<file path="config.mk">
export PLATFORM = sky130hd
export DESIGN_NAME = uart_tx_arb
export DESIGN_NICKNAME = d
export VERILOG_FILES = /design/src/rtl/uart_tx_arb.sv
export SDC_FILE = /design/constraint.sdc
export NUM_CORES = 1
export LEC_CHECK = 0
export CORE_MARGIN = 10
export CORE_UTILIZATION = 37
export CTS_CLUSTER_SIZE = 14
export DETAILED_ROUTE_END_ITERATION = 8
export PLACE_DENSITY_LB_ADDON = 0.08
export REMOVE_ABC_BUFFERS = 1
export SLEW_MARGIN = 15
export SYNTH_ARGS = -nofsm -noshare
export SYNTH_HDL_FRONTEND = slang
export SYNTH_SLANG_ARGS = --single-unit
export TNS_END_PERCENT = 5
</file>
<file path="constraint.sdc">
create_clock -name i_clk -period 1.6 [get_ports i_clk]
set_input_delay 0.24 -clock i_clk [delete_from_list [all_inputs] [get_ports i_clk]]
set_output_delay 0.24 -clock i_clk [all_outputs]
set_load 0.05 [all_outputs]
</file>
<file path="src/rtl/uart_tx_arb.sv">
// uart_tx_arb: round-robin arbiter that shares one UART transmitter among
// NUM_REQ byte-stream requesters. An owner keeps the grant for a whole
// message, which ends with a byte flagged `last`. The arbiter issues one
// start pulse per byte and waits for the UART's done pulse before it
// sequences the next byte.
//
// Optional feature macro: UART_ARB_TIMEOUT_EN. When it is defined, an
// idle-grant watchdog releases an owner that leaves req low for TIMEOUT
// cycles while in SEND.
//
// state | meaning
// ------+------------------------------------------------------------
// IDLE  | no owner; pick the next requester after ptr
// SEND  | owner holds grant; hand its byte over once UART is free
// WAIT  | byte handed over; wait for uart_tx_done

module uart_tx_arb #(
    parameter int NUM_REQ = 4,
    parameter int TIMEOUT = 1024
) (
    input  logic                   i_clk,
    input  logic                   i_rst,
    input  logic [NUM_REQ-1:0]     i_req,
    input  logic [8*NUM_REQ-1:0]   i_data,
    input  logic [NUM_REQ-1:0]     i_last,
    output logic [NUM_REQ-1:0]     o_ack,
    output logic [NUM_REQ-1:0]     o_grant,
    output logic                   o_uart_tx_start,
    output logic [7:0]             o_uart_tx_data,
    input  logic                   i_uart_tx_busy,
    input  logic                   i_uart_tx_done,
    output logic                   o_active
);

    localparam int PW = $clog2(NUM_REQ);

    typedef enum logic [1:0] {
        S_IDLE = 2'd0,
        S_SEND = 2'd1,
        S_WAIT = 2'd2
    } state_t;

    state_t             r_state, w_state;
    logic [NUM_REQ-1:0] r_grant, w_grant;
    logic [NUM_REQ-1:0] r_ack, w_ack;
    logic [PW-1:0]      r_ptr, w_ptr;
    logic [PW-1:0]      r_own, w_own;
    logic               r_eom, w_eom;
    logic               r_start, w_start;
    logic [7:0]         r_data, w_data;
    logic               r_active;

    logic               w_req_g;
    logic               w_last_g;
    logic [7:0]         w_byte_g;
    logic               w_found;
    logic [PW-1:0]      w_sel;
    logic [PW-1:0]      w_idx;

`ifdef UART_ARB_TIMEOUT_EN
    localparam int TW = $clog2(TIMEOUT);
    logic [TW-1:0]      r_wdog, w_wdog;
`endif

    // Pick out the current owner's req/last/byte.
    always_comb begin
        w_req_g  = 1'b0;
        w_last_g = 1'b0;
        w_byte_g = 8'h00;
        for (int i = 0; i < NUM_REQ; i++) begin
            if (r_own == PW'(i)) begin
                w_req_g  = i_req[i];
                w_last_g = i_last[i];
                w_byte_g = i_data[8*i +: 8];
            end
        end
    end

    // Round-robin scan: first set req bit starting just after ptr.
    always_comb begin
        w_found = 1'b0;
        w_sel   = '0;
        w_idx   = '0;
        for (int k = 1; k <= NUM_REQ; k++) begin
            w_idx = PW'((int'(r_ptr) + k) % NUM_REQ);
            if (!w_found && i_req[w_idx]) begin
                w_found = 1'b1;
                w_sel   = w_idx;
            end
        end
    end

    // Next-state and next-output logic.
    always_comb begin
        w_state = r_state;
        w_grant = r_grant;
        w_ptr   = r_ptr;
        w_own   = r_own;
        w_eom   = r_eom;
        w_data  = r_data;
        w_ack   = '0;
        w_start = 1'b0;
`ifdef UART_ARB_TIMEOUT_EN
        w_wdog  = '0;
`endif
        case (r_state)
            S_IDLE: begin
                if (w_found) begin
                    w_grant = NUM_REQ'(1) << w_sel;
                    w_own   = w_sel;
                    w_state = S_SEND;
                end
            end
            S_SEND: begin
                if (w_req_g && !i_uart_tx_busy) begin
                    w_data  = w_byte_g;
                    w_start = 1'b1;
                    w_ack   = NUM_REQ'(1) << r_own;
                    w_eom   = w_last_g;
                    w_state = S_WAIT;
                end
`ifdef UART_ARB_TIMEOUT_EN
                else if (!w_req_g) begin
                    if (r_wdog == TW'(TIMEOUT - 1)) begin
                        w_grant = '0;
                        w_ptr   = r_own;
                        w_state = S_IDLE;
                    end else begin
                        w_wdog = r_wdog + 1'b1;
                    end
                end
`endif
            end
            S_WAIT: begin
                if (i_uart_tx_done) begin
                    if (r_eom) begin
                        w_grant = '0;
                        w_ptr   = r_own;
                        w_state = S_IDLE;
                    end else begin
                        w_state = S_SEND;
                    end
                end
            end
            default: begin
                w_grant = '0;
                w_state = S_IDLE;
            end
        endcase
    end

    // State and output registers.
    always_ff @(posedge i_clk or posedge i_rst) begin
        if (i_rst) begin
            r_state  <= S_IDLE;
            r_grant  <= '0;
            r_ack    <= '0;
            r_ptr    <= PW'(NUM_REQ - 1);
            r_own    <= '0;
            r_eom    <= 1'b0;
            r_start  <= 1'b0;
            r_data   <= 8'h00;
            r_active <= 1'b0;
`ifdef UART_ARB_TIMEOUT_EN
            r_wdog   <= '0;
`endif
        end else begin
            r_state  <= w_state;
            r_grant  <= w_grant;
            r_ack    <= w_ack;
            r_ptr    <= w_ptr;
            r_own    <= w_own;
            r_eom    <= w_eom;
            r_start  <= w_start;
            r_data   <= w_data;
            r_active <= |w_grant;
`ifdef UART_ARB_TIMEOUT_EN
            r_wdog   <= w_wdog;
`endif
        end
    end

    assign o_grant         = r_grant;
    assign o_ack           = r_ack;
    assign o_uart_tx_start = r_start;
    assign o_uart_tx_data  = r_data;
    assign o_active        = r_active;

endmodule
</file>
==> results of run 1 <==
-- Yosys cell counts (3+ instances only) --
library cell                n  area [um^2]
sky130_fd_sc_hd__nand2_1    6         22.5
sky130_fd_sc_hd__a22o_1     4         35.0
sky130_fd_sc_hd__a21o_1     3         22.5
sky130_fd_sc_hd__nor2_1     3         11.3
sky130_fd_sc_hd__o21ai_0    5         25.0
sky130_fd_sc_hd__mux4_2     9          203
sky130_fd_sc_hd__mux2_2     3         33.8
sky130_fd_sc_hd__mux2_4     7          105
sky130_fd_sc_hd__dfrtp_1   23          576
sky130_fd_sc_hd__nand2b_1   3         18.8
-- layer usage --
| layer | part of all wire (%) | wire [um] |
|---|---|---|
| met5 | 0 | 0 |
| met1 | 45 | 1620 |
| met4 | 0.55 | 20 |
| met3 | 6.1 | 220 |
| met2 | 49 | 1770 |
-- per-stage QoR --
step                      hold WS, ns  TNS [ns]  utilization, %
after floorplan                 0.266     -2.72               -
after global placement          0.498     -4.95            59.5
after detailed placement        0.496     -5.57            59.5
after CTS                       0.258    -0.275            60.8
after global routing            0.257    -0.743            60.9
final                           0.245    -0.175            60.9
-- layout make-up --
class                      count  area (um^2)  area share, %
timing repair buffer          76          678           32.6
tap                           46         57.6           2.77
inverter                       3         18.8          0.903
multi-input combinational     64          667           32.1
clock inverter                 1         7.51          0.361
clock buffer                   3         22.5           1.08
sequential                    25          628           30.2
-- registers in the layout, indices dropped and copies added (netlist names) --
| name | cells |
|---|---|
| o_ack | 4 |
| r_state | 2 |
| o_uart_tx_start | 1 |
| o_active | 1 |
| r_ptr | 2 |
| o_grant | 4 |
| r_own | 2 |
| r_eom | 1 |
| o_uart_tx_data | 8 |
-- worst min-delay path by stage --
| stage | cells past startpoint | slack, ns | end | startpoint |
|---|---|---|---|---|
| 2_1_floorplan | 1 | 0.27 | o_ack[0] | i_rst |
| 3_3_place_gp | 1 | 0.50 | o_uart_tx_data[4] | o_uart_tx_data[4] |
| 3_5_place_dp | 1 | 0.50 | o_uart_tx_data[6] | o_uart_tx_data[6] |
| 4_1_cts | 3 | 0.26 | o_ack[3] | i_rst |
| 5_1_grt | 3 | 0.26 | o_uart_tx_data[7] | i_rst |
| 6_report | 3 | 0.25 | o_uart_tx_data[6] | i_rst |
-- kinds of logic after synthesis --
group           Yosys count  share of synthesized area [%]
simple gates             25                           11.8
mux                      21                           28.4
compound gates           18                           9.67
buf+inv                   8                           3.00
flops                    25                           47.1
-- critical path: cells and delay by family (launching register included) --
family | cells | cell delay [ns]
DFF | 1 | 0.41
muxes | 2 | 0.79
and+or+nand+nor | 2 | 0.25
buffers and inverters | 1 | 0.07
-- power groups by stage --
| stage | registers [W] | clock network [W] | logic (W) |
|---|---|---|---|
| after floorplan | 0.00180 | 0 | 0.000840 |
| after global placement | 0.00110 | 0 | 0.00229 |
| after detailed placement | 0.00110 | 0 | 0.00231 |
| after CTS | 0.00109 | 0.000302 | 0.00234 |
| after global routing | 0.00113 | 0.000330 | 0.00247 |
| final | 0.00109 | 0.000295 | 0.00232 |
-- timing repair --
item,4_1_cts,5_1_grt
pin swaps,1,1
setup endpoints to repair,10,11
buffers inserted,1,0
gates resized for setup,3,1
gates cloned,0,0
==> flow_metrics.env, run 1 <==
export IMPL_synth_seq_cells=25
export IMPL_via_count=1082
export IMPL_pin_count_of_the_biggest_net_entering_global_routing=26
export IMPL_critical_path_max_stage_delay_ns=0.50
export IMPL_route_detailed_wl_per_inst_um=16.6
export IMPL_maxSlewViolCount=0
export IMPL_antenna_cells=0
export IMPL_cp_start_kind="register"
export IMPL_globalRouteMet2Util_pct=19.7
export IMPL_synth_yosys_seq_area_share_pct=47.1
export IMPL_seq_power_share_pct=29.4
export IMPL_setup_repair_after_global_routing_missed_its_margin="yes"
export IMPL_core_area_um2=3420
export IMPL_clock_tree_htree_level_count=1
export IMPL_area_growth_pct=56.1
export IMPL_post_route_period_util_pct=102
export IMPL_postSynth_topFlopCell="sky130_fd_sc_hd__dfrtp_1"
export IMPL_setup_reg_to_reg_worst_slack_ns=-0.03
export IMPL_critPathCaptureType="register"
export IMPL_detail_route_antenna_nets=0
export IMPL_final_area_um2=2080
export IMPL_total_internal_power_w=0.00207
export IMPL_switching_share_pct=43.9
export IMPL_busiest_layer="met2"
export IMPL_cts_sinks=25
export IMPL_arrival_ns=1.85
export IMPL_clock_buffers_created_by_tritoncts=3
export IMPL_critical_path_cell_list="mux4_2 -> nor2b_4 -> nand3b_4 -> inv_8 -> mux2_4"
export IMPL_post_dp_hpwl_mm=2.89
export IMPL_placed_area_um2=2030
export IMPL_globalRouteOverflowTotal=0
export IMPL_grt_util_met1_pct=14.2
export IMPL_regToRegEndpoint="r_eom"
export IMPL_layout_filler_cells=295
export IMPL_crit_slowest_cell="sky130_fd_sc_hd__mux4_2"
export IMPL_drc_errors=0
export IMPL_max_freq_mhz=612
export IMPL_finish_net_count=217
export IMPL_routabilityCongestion=0.789
export IMPL_netlist_instances=97
export IMPL_clock_tree_buffer_depth=2
export IMPL_timing_max_cap_violations=0
export IMPL_clk_pin_slew_ns=0.15
export IMPL_number_of_hold_buffers_added_after_cts=0
export IMPL_pre_cts_slack_ns=-0.351
export IMPL_synth_yosys_warnings=0
export IMPL_design_portCount=62
export IMPL_drt_wl_total_mm=3.63
export IMPL_asyncSetResetFlopFracSynth_pct=100
export IMPL_post_layout_nonfiller_instances=218
export IMPL_leakagePower_nw=0.926
export IMPL_design_die_area_um2=6400
export IMPL_p_total_w=0.00370
export IMPL_violations="negative setup slack"
export IMPL_part_of_the_total_power_dissipated_in_combinational_logic_pct=62.6
export IMPL_root_buffer="sky130_fd_sc_hd__clkbuf_4"
export IMPL_max_slew_margin_pct=77.9
export IMPL_first_iter_violations=27
export IMPL_first_pass_iters=4
export IMPL_crit_path_start="r_own[1]"
export IMPL_initial_utilization_pct=39.0
export IMPL_timing_hold_worst_class="in -> async"
export IMPL_p_switching_w=0.00162
export IMPL_report_final_hold_viol_count=0
export IMPL_timing_worst_slew_pin_value_ns=0.329
export IMPL_dp_cells=213
export IMPL_number_of_flops_mapped_to_enable_cells_by_yosys=0
export IMPL_first_global_vias=1177
export IMPL_most_common_layout_cells="sky130_fd_sc_hd__clkdlybuf4s50_1, sky130_fd_sc_hd__buf_4, sky130_fd_sc_hd__dfrtp_1"
export IMPL_x_dimension_of_the_die_um=80.0
export IMPL_critical_path_reg2reg_startpoint="r_own[1]"
export IMPL_required_ns=1.82
export IMPL_finalWorstSetupSlack_ns=-0.0339
export IMPL_syn_cell_area_um2=1330
export IMPL_final_setup_viol_count=10
export IMPL_placement_io_buffers=61
export IMPL_synth_distinct_cells=34
export IMPL_crit_fanout=11
export IMPL_layout_drive_gt1_share_pct=36.0
export IMPL_layout_commonest_cell="sky130_fd_sc_hd__clkdlybuf4s50_1"
export IMPL_via_to_cell_ratio=4.96
export IMPL_die_h_um=80.0
export IMPL_avgSynthCellArea_um2=13.7
export IMPL_worstSetupEndpoint="r_eom"
export IMPL_grt_first_pass_wirelength_mm=5.98
export IMPL_use_met3_pct=4.28
export IMPL_clock_skew_ns=0.0145
export IMPL_grt_antenna_before_repair=0
export IMPL_timing_setup_critical_path_class="reg -> reg"
export IMPL_run_status="complete, but fails checks"
export IMPL_pwr_share_clk_pct=8.0
export IMPL_power_density_cell_area_nw_per_um2=1780
export IMPL_period_needed_ns=1.63
export IMPL_core_rowCount=21
export IMPL_cts_tree="yes"
export IMPL_vdd_drop_max_mv=0.850
export IMPL_groute_usage_overall_pct=11.8
export IMPL_worst_skew_pair_late_latency_ns=0.33
export IMPL_worstRegToRegCells=5
Note: power is estimated with default switching activity, not from simulation.
==> run 2, diff against run 1 <==
REMOVE_ABC_BUFFERS = unset   (was 1)
==> flow_metrics.env, run 2 (synthesis results as in run 1) <==
export IMPL_run_status="complete, but fails checks"
export IMPL_violations="negative setup slack"
export IMPL_cp_start_kind="register"
export IMPL_cts_tree="yes"
export IMPL_placed_area_um2=2030
export IMPL_timing_hold_worst_class="in -> async"
export IMPL_post_route_period_util_pct=101
export IMPL_maxSlewViolCount=0
export IMPL_finish_net_count=217
export IMPL_first_global_vias=1166
export IMPL_timing_worst_slew_pin_value_ns=0.337
export IMPL_crit_family="multiplexers"
export IMPL_post_dp_hpwl_mm=2.92
export IMPL_leakagePower_nw=0.928
export IMPL_required_ns=1.81
export IMPL_routabilityCongestion=0.792
export IMPL_clock_tree_buffer_depth=2
export IMPL_pre_cts_slack_ns=-0.349
export IMPL_layout_drive_gt1_share_pct=35.5
export IMPL_antenna_cells=0
export IMPL_clk_pin_slew_ns=0.14
export IMPL_crit_slowest_cell="sky130_fd_sc_hd__mux4_2"
export IMPL_number_of_hold_buffers_added_after_cts=0
export IMPL_pin_count_of_the_biggest_net_entering_global_routing=26
export IMPL_mappedNetlistNets=141
export IMPL_core_rowCount=21
export IMPL_clock_skew_ns=0.0109
export IMPL_crit_fanout=12
export IMPL_worst_skew_pair_late_latency_ns=0.32
export IMPL_via_to_cell_ratio=4.90
export IMPL_flip_flop_count_of_the_largest_register_all_copies_and_words_added=8
export IMPL_layout_filler_cells=300
export IMPL_layout_commonest_cell="sky130_fd_sc_hd__clkdlybuf4s50_1"
export IMPL_area_taken_by_multi_input_logic_gates_um2=669
export IMPL_most_common_layout_cells="sky130_fd_sc_hd__clkdlybuf4s50_1, sky130_fd_sc_hd__buf_4, sky130_fd_sc_hd__dfrtp_1"
export IMPL_grt_first_pass_wirelength_mm=6.00
export IMPL_arrival_ns=1.82
export IMPL_drt_wl_total_mm=3.65
export IMPL_area_growth_pct=56.0
export IMPL_finalWorstSetupSlack_ns=-0.0108
export IMPL_final_area_um2=2080
export IMPL_first_pass_iters=4
export IMPL_detail_route_antenna_nets=0
export IMPL_power_density_cell_area_nw_per_um2=1780
export IMPL_groute_usage_overall_pct=11.9
export IMPL_grt_antenna_before_repair=0
export IMPL_die_h_um=80.0
export IMPL_placement_io_buffers=61
export IMPL_cp_num_buf_inv=1
export IMPL_root_buffer="sky130_fd_sc_hd__clkbuf_4"
export IMPL_via_count=1069
export IMPL_clock_tree_htree_level_count=1
export IMPL_core_area_um2=3420
export IMPL_setup_reg_to_reg_worst_slack_ns=-0.01
export IMPL_design_portCount=62
export IMPL_vdd_drop_max_mv=0.924
export IMPL_first_iter_violations=36
export IMPL_critPathCaptureType="register"
export IMPL_max_freq_mhz=621
export IMPL_setup_repair_after_global_routing_missed_its_margin="yes"
export IMPL_seqCellArea_um2=628
export IMPL_route_detailed_wl_per_inst_um=16.8
export IMPL_clock_buffers_created_by_tritoncts=3
export IMPL_critical_path_cell_list="mux4_2 -> nor2b_4 -> nand3b_4 -> inv_8 -> mux2_4"
export IMPL_hold_slack_ns=0.253
export IMPL_cts_sinks=25
export IMPL_final_setup_viol_count=4
export IMPL_initial_utilization_pct=39.0
export IMPL_drc_errors=0
export IMPL_timing_setup_critical_path_class="reg -> reg"
export IMPL_p_total_w=0.00370
export IMPL_period_needed_ns=1.61
export IMPL_design_die_area_um2=6400
export IMPL_timing_max_cap_violations=0
export IMPL_max_slew_margin_pct=77.3
export IMPL_critical_path_max_stage_delay_ns=0.50
export IMPL_globalRouteOverflowTotal=0
export IMPL_report_final_hold_viol_count=0
export IMPL_finish_utilization_pct=60.8
export IMPL_x_dimension_of_the_die_um=80.0
## run 2: cell types whose count changed in the layout (fill, tap and decap cells not counted)
cell,delta
sky130_fd_sc_hd__nand2_1,+1
sky130_fd_sc_hd__or3_1,-1
sky130_fd_sc_hd__clkinvlp_4,-1
sky130_fd_sc_hd__nand2_2,-1
sky130_fd_sc_hd__or3_4,+1
sky130_fd_sc_hd__clkbuf_1,+1
## run 2: repair_timing
action | CTS | global route
endpoints found under the setup margin | 9 | 14
setup buffers | 1 | 0
gates resized for setup | 3 | 1
pin swaps | 1 | 1
## run 2: stage by stage
step                std cells  setup TNS [ns]
CTS                       218         -0.0919
detailed placement        213           -4.94
global route              218          -0.522
finish                    218         -0.0244
global placement          213           -4.77
floorplan                  97          -0.866
## run 2: final timing paths
kind	startpoint	endpoint	cells after the start
min in group i_clk	o_uart_tx_data[5]	o_uart_tx_data[5]	1
max in group asynchronous	i_rst	r_ptr[1]	3
min reg2reg	o_uart_tx_data[5]	o_uart_tx_data[5]	1
max reg2reg	r_own[1]	o_uart_tx_data[1]	5
min	i_rst	o_uart_tx_data[6]	3
max	r_own[1]	o_uart_tx_data[1]	5
## run 2: worst register-to-register path, cell delays in order, from the launching register on
cell and delay (ns):
sky130_fd_sc_hd__dfrtp_1 0.39, sky130_fd_sc_hd__mux4_2 0.50, sky130_fd_sc_hd__nor2b_4 0.15, sky130_fd_sc_hd__nand3b_4 0.10
sky130_fd_sc_hd__inv_8 0.07, sky130_fd_sc_hd__mux2_4 0.30
## run 2: per-layer routing
layer / global-route usage, % / wire length (um) / vias up
li1: - / - / 518
met1: 13.8 / 1530 / 507
met2: 19.9 / 1780 / 40
met3: 4.50 / 310 / 4
met4: 3.17 / 33 / 0
met5: 0 / 0 / -
## run 2: cell type report
type	count	share of cell area, %
Timing Repair Buffer	76	32.6
Inverter	3	0.903
Tap cell	46	2.77
Multi-Input combinational cell	64	32.2
Sequential cell	25	30.2
Clock buffer	4	1.26
## run 2: report_power, final
| group | leakage [nW] | internal [W] | switching, W |
|---|---|---|---|
| sequential | 0.309 | 0.000907 | 0.000176 |
| combinational | 0.604 | 0.00109 | 0.00125 |
| clock | 0.0150 | 0.0000974 | 0.000187 |
| total | 0.928 | 0.00209 | 0.00161 |
